## config.mk

```make
export PLATFORM = sky130hd
export DESIGN_NAME = csr_bank
export DESIGN_NICKNAME = d
export VERILOG_FILES = /design/src/rtl/csr_bank.sv
export SDC_FILE = /design/constraint.sdc
export NUM_CORES = 1
export LEC_CHECK = 0
export BUFFER_PORTS_ARGS = -buffer_cell sky130_fd_sc_hd__buf_2
export CORE_ASPECT_RATIO = 2
export CORE_MARGIN = 2
export CORE_UTILIZATION = 40
export DETAILED_ROUTE_END_ITERATION = 7
export PLACE_DENSITY = 0.71
export SLEW_MARGIN = 40
export SYNTH_ARGS = -nofsm -noshare
export SYNTH_HDL_FRONTEND = slang
export SYNTH_SLANG_ARGS = --single-unit
export TNS_END_PERCENT = 5
```

## constraint.sdc

```tcl
create_clock -name clk -period 1.9 [get_ports clk]
set_input_delay 0.38 -clock clk [delete_from_list [all_inputs] [get_ports clk]]
set_output_delay 0.38 -clock clk [all_outputs]
set_load 0.005 [all_outputs]
```

## src/rtl/csr_bank.sv

```systemverilog
// csr_bank: addressable control/status register bank for the convolution
// accelerator. Addr 0 is a write-only command register (start/commit),
// addr 1 a sticky write-1-to-clear status register, and addr 2..NREG-1 are
// double-buffered configuration registers (bus-side shadow, datapath-side
// active). Active copies only change on a commit taken while hw_busy is low.
module csr_bank #(
  parameter int WIDTH  = 32,
  parameter int NREG   = 8,
  parameter int ADDR_W = 3
) (
  input  logic                    clk,
  input  logic                    rstn,
  input  logic                    wr_valid,
  output logic                    wr_ready,
  input  logic [ADDR_W-1:0]       wr_addr,
  input  logic [WIDTH-1:0]        wr_data,
  input  logic                    rd_valid,
  input  logic [ADDR_W-1:0]       rd_addr,
  output logic                    rd_data_valid,
  output logic [WIDTH-1:0]        rd_data,
  output logic                    rd_err,
  input  logic                    hw_busy,
  input  logic [WIDTH-1:0]        hw_event,
  output logic                    start_pulse,
  output logic                    commit_done,
  output logic [(NREG-2)*WIDTH-1:0] cfg_active
);

  localparam int          NCFG   = NREG - 2;
  localparam logic [31:0] NREG_U = NREG;

  // IDLE: no deferred commit; PEND: commit requested while datapath busy
  typedef enum logic {IDLE = 1'b0, PEND = 1'b1} state_t;

  state_t           state_q, state_d;
  logic [WIDTH-1:0] shadow_q [NCFG];
  logic [WIDTH-1:0] shadow_d [NCFG];
  logic [WIDTH-1:0] active_q [NCFG];
  logic [WIDTH-1:0] active_d [NCFG];
  logic [WIDTH-1:0] status_q, status_d;
  logic [WIDTH-1:0] rd_data_q, rd_data_d;
  logic             start_pulse_q, start_pulse_d;
  logic             commit_done_q, commit_done_d;
  logic             rd_data_valid_q, rd_data_valid_d;
  logic             rd_err_q, rd_err_d;

  logic        pending;
  logic        wr_fire;
  logic        ctrl_wr;
  logic        go_pend;
  logic        cfg_commit;
  logic [31:0] wr_addr_x;
  logic [31:0] rd_addr_x;

  assign pending   = (state_q == PEND);
  assign wr_ready  = ~pending;
  assign wr_fire   = wr_valid & ~pending;
  assign wr_addr_x = 32'(wr_addr);
  assign rd_addr_x = 32'(rd_addr);
  assign ctrl_wr   = wr_fire & (wr_addr_x == 32'd0);
  // A commit is deferred only when the datapath is busy at the request.
  assign go_pend   = ctrl_wr & wr_data[1] & hw_busy;
  // Take a commit now, or complete a deferred one once busy drops.
  // Writes are stalled while pending, so shadow is stable during PEND.
  assign cfg_commit = ~hw_busy & ((ctrl_wr & wr_data[1]) | pending);

  // Commit FSM next state, sticky status and one-cycle datapath strobes
  always_comb begin
    state_d = state_q;
    if (go_pend) begin
      state_d = PEND;
    end else if (pending && !hw_busy) begin
      state_d = IDLE;
    end
    // hw_event is ORed last so a same-cycle set beats a W1C clear
    status_d = status_q | hw_event;
    if (wr_fire && (wr_addr_x == 32'd1)) begin
      status_d = (status_q & ~wr_data) | hw_event;
    end
    // Start is dropped while busy; with busy low a commit is never deferred
    start_pulse_d = ctrl_wr & wr_data[0] & ~hw_busy;
    commit_done_d = cfg_commit;
  end

  // Shadow copies take bus writes; active copies snapshot shadow on commit
  always_comb begin
    for (int k = 0; k < NCFG; k++) begin
      shadow_d[k] = shadow_q[k];
      if (wr_fire && (wr_addr_x == 32'(k + 2))) begin
        shadow_d[k] = wr_data;
      end
      active_d[k] = cfg_commit ? shadow_q[k] : active_q[k];
    end
  end

  // Read response: registered one cycle after request, sees pre-write state
  always_comb begin
    rd_data_valid_d = rd_valid;
    rd_data_d       = rd_data_q;
    rd_err_d        = rd_err_q;
    if (rd_valid) begin
      rd_err_d  = 1'b0;
      rd_data_d = '0;
      if (rd_addr_x >= NREG_U) begin
        rd_err_d = 1'b1;
      end else if (rd_addr_x == 32'd0) begin
        rd_data_d[1] = pending;
      end else if (rd_addr_x == 32'd1) begin
        rd_data_d = status_q;
      end else begin
        for (int k = 0; k < NCFG; k++) begin
          if (rd_addr_x == 32'(k + 2)) begin
            rd_data_d = shadow_q[k];
          end
        end
      end
    end
  end

  // All state registers, including the commit FSM, with synchronous reset
  always_ff @(posedge clk) begin
    if (!rstn) begin
      state_q         <= IDLE;
      status_q        <= '0;
      rd_data_q       <= '0;
      start_pulse_q   <= 1'b0;
      commit_done_q   <= 1'b0;
      rd_data_valid_q <= 1'b0;
      rd_err_q        <= 1'b0;
      for (int k = 0; k < NCFG; k++) begin
        shadow_q[k] <= '0;
        active_q[k] <= '0;
      end
    end else begin
      state_q         <= state_d;
      status_q        <= status_d;
      rd_data_q       <= rd_data_d;
      start_pulse_q   <= start_pulse_d;
      commit_done_q   <= commit_done_d;
      rd_data_valid_q <= rd_data_valid_d;
      rd_err_q        <= rd_err_d;
      shadow_q        <= shadow_d;
      active_q        <= active_d;
    end
  end

  assign start_pulse   = start_pulse_q;
  assign commit_done   = commit_done_q;
  assign rd_data_valid = rd_data_valid_q;
  assign rd_data       = rd_data_q;
  assign rd_err        = rd_err_q;

  genvar gi;
  generate
    for (gi = 0; gi < NCFG; gi++) begin : g_cfg
      assign cfg_active[gi*WIDTH +: WIDTH] = active_q[gi];
    end
  endgenerate

endmodule

```

=== Word-level counts from Yosys, hierarchy flattened ===
Cells that the tools add are included.

* Input port bits: 75
* Bits in registers: 453
* Output and inout port bits: 229
* Logic and storage cells: 75

* Bitwise gates (word level): 14
* Magnitude comparators: 1
* Muxes and demuxes: 15
* Reduce and logical (&&, ||, !) cells: 12
* Equal/unequal tests: 14

{| class="wikitable"
|+ Operator list
! cell !! count
|-
| $mux W32 || 9
|-
| $logic_not A32 Y1 || 2
|-
| $or A32 B32 Y32 || 2
|-
| $and A32 B32 Y32 || 1
|-
| $not A32 Y32 || 1
|-
| $mux W30 || 1
|-
| $eq A3 B3 Y1 const B || 8
|-
| $eq A3 B2 Y1 const B || 4
|-
| $logic_and A1 B1 Y1 || 8
|-
| $and A1 B1 Y1 || 7
|-
| $eq A3 B1 Y1 const B || 2
|-
| $mux W1 || 5
|-
| $ge A3 B4 Y1 const B || 1
|-
| $not A1 Y1 || 2
|-
| $reduce_bool A2 Y1 || 1
|-
| $logic_not A1 Y1 || 1
|-
| $or A1 B1 Y1 || 1
|}

=== Logic depth before layout (Yosys ltp) ===
Gate-level depths: netlist of the first run.

* Depth in word-level cells: 10
* Gate-level depth with buffers: 7
* Depth with buffers taken out: 4

=== Least setup slack after synthesis of the first run ===
No wires, ideal clock.

* Kind: input -> register
* Start point: in rd_addr[0]
* End point: reg rd_data_q[26], in the netlist rd_data[26]
* Data required time: 1.778 ns
* Path slack: 0.252 ns
* Stages on the path: 6
* Buffers on the path: 3
* Data arrival time: 1.526 ns
* Setup time: 0.122 ns
* Cells stage by stage: buf_2 buf_4 clkbuf_1 mux2i_1 nor2_1 a221o_1

* Word-level cells in the longest chain between the ends: 10
* Elaborated cells on any way between the ends: 18
* Classes of those cells: order compare (1); eq/ne (7); mux (9); reduce/logical (1)

{| class="wikitable"
|+ RTL lines
! item !! RTL line !! RTL
|-
| from (decl) || 18 || <nowiki>input logic [ADDR_W-1:0] rd_addr,</nowiki>
|-
| $eq A3 B2 Y1 || 112 || <nowiki>if (rd_addr_x == 32'(k + 2)) begin</nowiki>
|-
| $mux W32 (6 in a row) || 112 ||
|-
| $mux W32 || 108 || <nowiki>end else if (rd_addr_x == 32'd1) begin</nowiki>
|-
| $mux W30 || 106 || <nowiki>end else if (rd_addr_x == 32'd0) begin</nowiki>
|-
| $mux W32 (*) || 104 || <nowiki>if (rd_addr_x >= NREG_U) begin</nowiki>
|-
| to (signal assigned) || 137 || <nowiki>rd_data_q <= rd_data_d;</nowiki>
|-
| to (decl) || 41 || <nowiki>logic [WIDTH-1:0] rd_data_q, rd_data_d;</nowiki>
|}

Every way passes the cells marked *; elsewhere a longest branch is shown, timed or not.
A chain may end at the register's enable or synchronous reset.

=== Worst setup path after layout of the first run ===
* Start point: reg state_q, in the netlist pending
* End point: reg shadow_q[191] (netlist name)

* Word-level cells in the longest chain between the ends: 3

{| class="wikitable"
|+ RTL lines
! item !! RTL line !! RTL
|-
| from (decl) || 35 || <nowiki>state_t state_q, state_d;</nowiki>
|-
| from (signal assigned) || 135 || <nowiki>state_q <= state_d;</nowiki>
|-
| $not A1 Y1 || 57 || <nowiki>assign wr_fire = wr_valid & ~pending;</nowiki>
|-
| $and A1 B1 Y1 || 57 ||
|-
| $logic_and A1 B1 Y1 || 89 || <nowiki>if (wr_fire && (wr_addr_x == 32'(k + 2))) begin</nowiki>
|-
| to (signal assigned) || 142 || <nowiki>shadow_q <= shadow_d;</nowiki>
|-
| to (decl) || 36 || <nowiki>logic [WIDTH-1:0] shadow_q [NCFG];</nowiki>
|}

No other way between the ends.

==> impl_metrics.ini, run 1 <==
[run_status]
status = finished clean

[global_route]
grt_pass1_vias = 16609
gr-total-overflow = 0
grt_max_degree = 69
grt_pass1_wl_mm = 96.3
antenna_found_initial = 7
track_usage = 0.251

[logic_synthesis]
async_flop_share = 0
yosysUniqueCellTypes = 44
synthAdderAreaFrac = 0
avgSynthCellArea_sq_um = 8.66
netlist_area_sq_um = 18900
synth_compound_area_frac = 0.162
syn_nets = 2260
synth_seq_cells = 452
synth_top_flop_cell = dfxtp_1
synthCells = 2185
muxShareOfSynthArea = 0.120
yosys_warnings = 0
yosys.area_share.simple = 0.194
synth_xor_area_frac = 0
synth_top_family_by_area = simple AND/OR/NAND/NOR gates
yosysSeqAreaShare = 0.478
synth_edf_count = 0

[setup_path]
endpoint_kind = register
required_ns = 2.33
cp.arrival_ns = 2.22
reg2reg_slack_ns = 0.10
cp_max_fo = 18
crit_path_start_kind = register
crit_type = register to register

[floorplanning]
ios = 304
die_height_microns = 312
start_util = 0.406
coreArea_sq_um = 46700
dieArea_sq_um = 49200
rows = 112
die_x_microns = 158

[power]
clkPwrFrac = 0.423
p_leak_nw = 8.65
combPwrFrac = 0.075
p_sw_mw = 4.64
seq_power_share = 0.502
p_per_area_nw_per_um2 = 843
totalPowerFinal_mw = 19.4
swShare = 0.239
intPower_mw = 14.8
vdd_drop_max_uv = 744

[sta]
worstMarginPinSlew_ns = 0.664
max_freq_mhz = 557
hold_violations = 0
setup_violations = 0
skew_ns = 0.0167
finalCritPeriodShare = 0.945
slew_violations = 0
slew_headroom = 0.556
period_minus_slack_ns = 1.80
fin_ws_ns = 0.104
rsz0062_at_grt = false

[routing]
via_per_inst = 5.32
wire_per_inst_microns = 20.3
drc = 0
vias = 16601
wl_met1_mm = 24.0
top_layer_used = met5
drtIter0Drc = 1385
routed_wl_mm = 63.2
ant_nets = 0
first_pass_iters = 5
wl_met2_mm = 29.8
route.met3.wl_mm = 5.09

[cells_and_area]
final_cell_mix = nand2_1, dfxtp_1, buf_2, mux2i_1, a21boi_0
final_util = 0.494
fin_cells = 3119
synthToLayoutAreaGrowth_pct = 21.8
mostFrequentLayoutCell = nand2_1
drive_gt1_frac = 0.200
fin_nets = 2535

[placed_design]
placed_cells = 3046
pre_cts_ws_ns = -0.0261
gp_congestion = 0.919
hpwl_mm = 45.6
portBuffers = 302

[job]
drv_cap = 0

[cts]
cts_buffers = 39
htreeDepth = 2
cts-root-buf = clkbuf_16
clkSlewWorstSetupHoldPaths_ns = 0.07
ctsLongestPathBuffers = 3
numClockSinks = 452
cts_tree = yes
insertion_delay_ns = 0.56
post-cts-setup-buffers = 0

[hold_path]
hp-class = input pin to register
[power groups by stage]
stage	clock (mW)	sequential [mW]	combinational, mW
floorplan	0	9.93	0.790
global placement	0	9.96	1.40
detailed placement	0	9.97	1.43
CTS	8.35	9.75	1.43
global route	8.68	9.77	1.55
finish	8.22	9.76	1.45
[per-stage QoR]
stage | hold slack, ns | cell area [sq um] | TNS (ns)
floorplan | 0.443 | 18900 | 0
global placement | 0.442 | 21700 | -0.00440
detailed placement | 0.443 | 21700 | -0.108
CTS | 0.00433 | 23000 | 0
global route | 0.0324 | 23100 | 0
finish | 0.0228 | 23100 | 0
[logic make-up (layout without fill, tap and decap cells)]
kind of cell	after synthesis	after routing
other	1	6
buffers and inverters	187	489
AOI/OAI and AO/OA	415	415
DFF	452	452
and+or+nand+nor	903	903
muxes	227	227
[layer usage]
| metal | global-route usage | up-vias |
|---|---|---|
| met1 | 0.293 | 7848 |
| met2 | 0.413 | 691 |
| met4 | 0.155 | 4 |
| li1 | - | 7858 |
| met3 | 0.0572 | 200 |
| met5 | 0 | - |
[synthesized netlist by cell type (all sizes together) (3+ instances only)]
cell     count  area (sq um)
o311a        3          30.0
o21a        32           240
a21boi     224          1680
a22oi        3          22.5
dfxtp      452          9050
mux2         3          33.8
a22o         5          43.8
o22ai       25           156
inv          7          26.3
nor2b       32           200
a211oi      26           195
clkbuf     110           413
buf         70           422
a21oi       35           175
a221o        6          60.1
nand2      809          3040
and3         3          18.8
nor3b        6          65.1
o221ai       3          26.3
o2bb2ai     24           210
nor2         9          33.8
nand3b      26           195
nand2b       5          31.3
mux2i      224          2240
o31ai       26           195
[critical path, cell delays in order (launching register included)]
cell	delay (ns)
dfxtp_1	0.37
or3b_4	0.45
or3b_2	0.47
buf_4	0.22
nand2_1	0.08
a21boi_0	0.08
[path summary, 6_finish.rpt]
path | startpoint | end | cells past startpoint
worst min register to register | cfg_active[129]$_SDFFE_PN0P_ | cfg_active[129]$_SDFFE_PN0P_ | 2
worst max register to register | pending$_SDFFE_PN0P_ | shadow_q[191]$_SDFFE_PN0P_ | 5
worst max-delay path | pending$_SDFFE_PN0P_ | shadow_q[191]$_SDFFE_PN0P_ | 5
worst min-delay path | hw_event[30] | status_q[30]$_SDFF_PN0_ | 2
[timing repair]
| action | CTS | global route |
|---|---|---|
| hold buffers | 0 | 0 |
| setup endpoints to repair | 0 | 1 |
| resized for setup | 0 | 1 |
[flip-flops by register name (all words and copies together), names as in the netlist]
register and flops:
cfg_active 192, shadow_q 192, rd_data 32, status_q 32, commit_done 1, pending 1, rd_data_valid 1, start_pulse 1
[cell type report]
| type | count | area (sq um) |
|---|---|---|
| fill | 4380 | 23600 |
| multi-input combinational | 1546 | 9100 |
| sequential | 452 | 9050 |
| timing repair buffer | 414 | 2790 |
| clock buffer | 62 | 1230 |
| tap | 627 | 785 |
| clock inverter | 6 | 58.8 |
| inverter | 7 | 26.3 |
| antenna | 5 | 12.5 |
(Power assumes the default switching activity.)
==> inputs of run 2 (changes only) <==
CORE_UTILIZATION = 55   (was 40)
PLACE_DENSITY = 0.89   (was 0.71)
==> run 2 against run 1 <==
Compared with the run above:
- sequential share of layout area increased by 0.52 points
- total power increased by 1.5%
- critical endpoint is now status_q[10]$_SDFF_PN0_
- flip-flop and latch count unchanged
- non-clock buffer count decreased by 16
- highest routed layer is now met4
==> impl_metrics.ini, run 2 (same netlist as run 1, synthesis figures left out) <==
[run_status]
status = finished clean

[cts]
numClockSinks = 452
insertion_delay_ns = 0.55
cts_buffers = 37
ctsLongestPathBuffers = 3
cts_tree = yes
htreeDepth = 2
clkSlewWorstSetupHoldPaths_ns = 0.07
cts.repair.resized = 0
cts-root-buf = clkbuf_16
postCtsHoldBufs = 0
post-cts-setup-buffers = 0

[sta]
max_freq_mhz = 563
skew_ns = 0.0112
slew_violations = 0
hold_violations = 0
fin_tns_setup_ns = 0
finalCritPeriodShare = 0.934
setup_violations = 0
rsz0062_at_grt = false
period_minus_slack_ns = 1.78
worstMarginPinSlew_ns = 0.596
slew_headroom = 0.603

[routing]
wire_per_inst_microns = 20.7
via_per_inst = 5.81
drc = 0
ant_nets = 0
vias = 16955
first_pass_iters = 6
routed_wl_mm = 60.4
drtIter0Drc = 1684

[floorplanning]
rows = 96
dieArea_sq_um = 36000
die_x_microns = 135
die_height_microns = 266
coreArea_sq_um = 34100
ios = 304
start_util = 0.555

[global_route]
gr-total-overflow = 0
track_usage = 0.329
grt_max_degree = 122
grt_pass1_wl_mm = 92.8
grt_pass1_vias = 17250
antenna_found_initial = 2

[setup_path]
cp_max_fo = 26
crit_type = register to register
required_ns = 2.35
cp.arrival_ns = 2.22
endpoint_kind = register
crit_path_start_kind = register

[hold_path]
hp-class = input pin to register

[cells_and_area]
final_util = 0.667
fin_nets = 2517
final_cell_mix = nand2_1, dfxtp_1, buf_2, mux2i_1, a21boi_0
fin_area_sq_um = 22800
nFillCells = 2673
drive_gt1_frac = 0.196
synthToLayoutAreaGrowth_pct = 20.2
mostFrequentLayoutCell = nand2_1

[placed_design]
hpwl_mm = 42.0
place_area_sq_um = 21400
portBuffers = 302
gp_congestion = 0.935

[power]
p_leak_nw = 8.60
totalPowerFinal_mw = 19.7
vdd_drop_max_uv = 661
p_per_area_nw_per_um2 = 866

[job]
drv_cap = 0
run 2: layout make-up:
cell class / instances / area (sq um) / share of cell area
multi-input combinational: 1546 / 9090 / 0.399
sequential: 452 / 9050 / 0.398
timing repair buffer: 398 / 2670 / 0.117
clock buffer: 46 / 1070 / 0.0471
tap: 441 / 552 / 0.0242
clock inverter: 22 / 285 / 0.0125
inverter: 7 / 26.3 / 0.00115
antenna: 4 / 10.0 / 0.000440
run 2: worst paths after layout:
check / slack [ns] / depth (start not counted) / endpoint / from
min reg2reg: 0.45 / 2 / cfg_active[175]$_SDFFE_PN0P_ / cfg_active[175]$_SDFFE_PN0P_
max: 0.12 / 5 / status_q[10]$_SDFF_PN0_ / pending$_SDFFE_PN0P_
max reg2reg: 0.12 / 5 / status_q[10]$_SDFF_PN0_ / pending$_SDFFE_PN0P_
min: 0.04 / 2 / status_q[11]$_SDFF_PN0_ / hw_event[11]
run 2: stage by stage:
step | instances | setup slack [ns] | hold slack (ns)
finish | 2916 | 0.125 | 0.0420
global route | 2914 | 0.0930 | 0.0447
CTS | 2912 | 0.140 | 0.0331
detailed placement | 2844 | -0.0427 | 0.444
global placement | 2844 | 0.0561 | 0.438
floorplan | 2185 | 0.252 | 0.443
run 2: critical path: stages, from the launching register on:
cell and delay (ns):
dfxtp_1 0.35, or3b_4 0.48, nor3b_4 0.28, buf_12 0.21, a21boi_0 0.14, o21a_1 0.20
run 2: where the power goes:
group | switching (mW) | internal (mW) | total [mW]
Combinational | 0.869 | 0.537 | 1.41
Sequential | 0.127 | 9.63 | 9.76
Clock | 3.68 | 4.87 | 8.55
run 2: metal layers:
| metal | vias to the layer above | global-route usage | routed length, microns |
|---|---|---|---|
| met5 | - | 0 | 0 |
| met2 | 911 | 0.548 | 29100 |
| li1 | 7815 | - | - |
| met3 | 268 | 0.0573 | 4340 |
| met1 | 7961 | 0.369 | 21900 |
| met4 | 0 | 0.254 | 4930 |
==> inputs of run 3 (changes only) <==
CORE_ASPECT_RATIO = not set   (was 2)
RECOVER_POWER = 100   (was not set)
SKIP_LAST_GASP = 1   (was not set)
==> run 3 against run 2 <==
Compared with the run above:
- setup slack got worse by 0.059 ns
- flip-flop and latch count is the same
- final cell count down 0.10%
- sequential share of layout area grew 0.34 points
==> impl_metrics.ini, run 3 (same netlist as run 1, synthesis figures left out) <==
[global_route]
grt_pass1_wl_mm = 91.4
track_usage = 0.324
gr-total-overflow = 0
antenna_found_initial = 2
grt_pass1_vias = 16476
grt_max_degree = 119

[setup_path]
r2r-end = status_q[30]$_SDFF_PN0_
required_ns = 2.35
endpoint_kind = register
reg2reg_slack_ns = 0.07
r2r-start = pending$_SDFFE_PN0P_
crit_path_start_kind = register
crit_type = register to register
cp.arrival_ns = 2.28
cp_max_fo = 32
reg2reg_depth = 5

[hold_path]
holdPathEnd = status_q[19]$_SDFF_PN0_
hold_depth = 2
hold_path.startpoint = hw_event[19]
hp-class = input pin to register

[cts]
cts_tree = yes
insertion_delay_ns = 0.56
cts.repair.resized = 0
postCtsHoldBufs = 0
cts_buffers = 47
numClockSinks = 452
post-cts-setup-buffers = 0
ctsLongestPathBuffers = 3
cts-root-buf = clkbuf_16
htreeDepth = 2
clkSlewWorstSetupHoldPaths_ns = 0.06

[sta]
slew_violations = 0
skew_ns = 0.00696
fin_tns_setup_ns = 0
worstMarginPinSlew_ns = 0.743
max_freq_mhz = 545
setup_violations = 0
period_minus_slack_ns = 1.83
finalCritPeriodShare = 0.965
slew_headroom = 0.505
hold_violations = 0
rsz0062_at_grt = false

[routing]
drtIter0Drc = 1704
via_per_inst = 5.83
routed_wl_mm = 59.9
vias = 16975
wire_per_inst_microns = 20.6
first_pass_iters = 5
drc = 0
ant_nets = 0

[floorplanning]
rows = 67
coreArea_sq_um = 33700
die_x_microns = 190
start_util = 0.562
die_height_microns = 190
ios = 304
dieArea_sq_um = 35900

[placed_design]
gp_congestion = 0.939
placed_cells = 2826
hpwl_mm = 40.5
portBuffers = 302

[power]
combPwrFrac = 0.064
p_leak_nw = 7.96
vdd_drop_max_uv = 608
p_per_area_nw_per_um2 = 932
p_sw_mw = 4.86
seq_power_share = 0.464
clkPwrFrac = 0.472
intPower_mw = 16.2
swShare = 0.231

[cells_and_area]
fin_cells = 2913
nFillCells = 2694
multi_input_area_sq_um = 9060
synthToLayoutAreaGrowth_pct = 19.2
final_cell_mix = nand2_1, dfxtp_1, mux2i_1, a21boi_0, buf_2
mostFrequentLayoutCell = nand2_1
final_util = 0.669
fin_nets = 2502
regArea_sq_um = 9050
drive_gt1_frac = 0.133

[run_status]
status = finished clean

[job]
drv_cap = 0
-- run 3: area by class of cell --
cell class                 count  share of cell area
multi-input combinational   1546               0.402
sequential                   452               0.401
timing repair buffer         373              0.0968
inverter                       7             0.00116
clock inverter                22              0.0130
clock buffer                  63              0.0611
antenna                        2            0.000222
tap                          448              0.0248
-- run 3: per-layer routing --
layer	global-route usage	vias up	part of all wire	wire (microns)
met5	0	-	0	0
met4	0.148	0	0.041	2480
met3	0.0982	171	0.12	6950
met2	0.483	910	0.43	25900
met1	0.433	8108	0.41	24600
li1	-	7786	-	-
-- run 3: per-stage QoR --
stage	total power, mW	worst slack [ns]	hold slack [ns]	cell area (sq um)
6_report	21.0	0.0660	0.0298	22600
3_5_place_dp	11.3	-0.0222	0.443	21200
5_1_grt	21.5	0.0415	0.0294	22600
3_3_place_gp	11.2	0.0267	0.441	21200
4_1_cts	21.0	0.133	0.0210	22900
2_1_floorplan	10.7	0.252	0.443	18900
-- run 3: power by group through the flow --
stage / logic (mW) / clock network, mW / registers, mW
after floorplan: 0.790 / 0 / 9.93
after global placement: 1.30 / 0 / 9.95
after detailed placement: 1.33 / 0 / 9.96
after CTS: 1.34 / 9.95 / 9.75
after global routing: 1.43 / 10.4 / 9.76
final: 1.35 / 9.92 / 9.76
-- run 3: worst max-delay path, stage by stage (launching register included) --
cell      delay (ns)
dfxtp_1         0.38
or3b_4          0.48
nor3b_2         0.27
buf_12          0.25
a21boi_0        0.14
o21a_1          0.19
-- run 3: worst max-delay path by stage --
stage                               startpoint                     endpoint  depth (start not counted)  slack (ns)
after floorplan                     rd_addr[0]     rd_data[26]$_SDFFE_PN0P_                          6        0.25
after global placement              wr_addr[1]  cfg_active[59]$_SDFFE_PN0P_                          7        0.03
after detailed placement            wr_addr[1]  cfg_active[27]$_SDFFE_PN0P_                          7       -0.02
after CTS                 pending$_SDFFE_PN0P_      status_q[29]$_SDFF_PN0_                          5        0.13
after global routing      pending$_SDFFE_PN0P_      status_q[30]$_SDFF_PN0_                          5        0.04
final                     pending$_SDFFE_PN0P_      status_q[30]$_SDFF_PN0_                          5        0.07
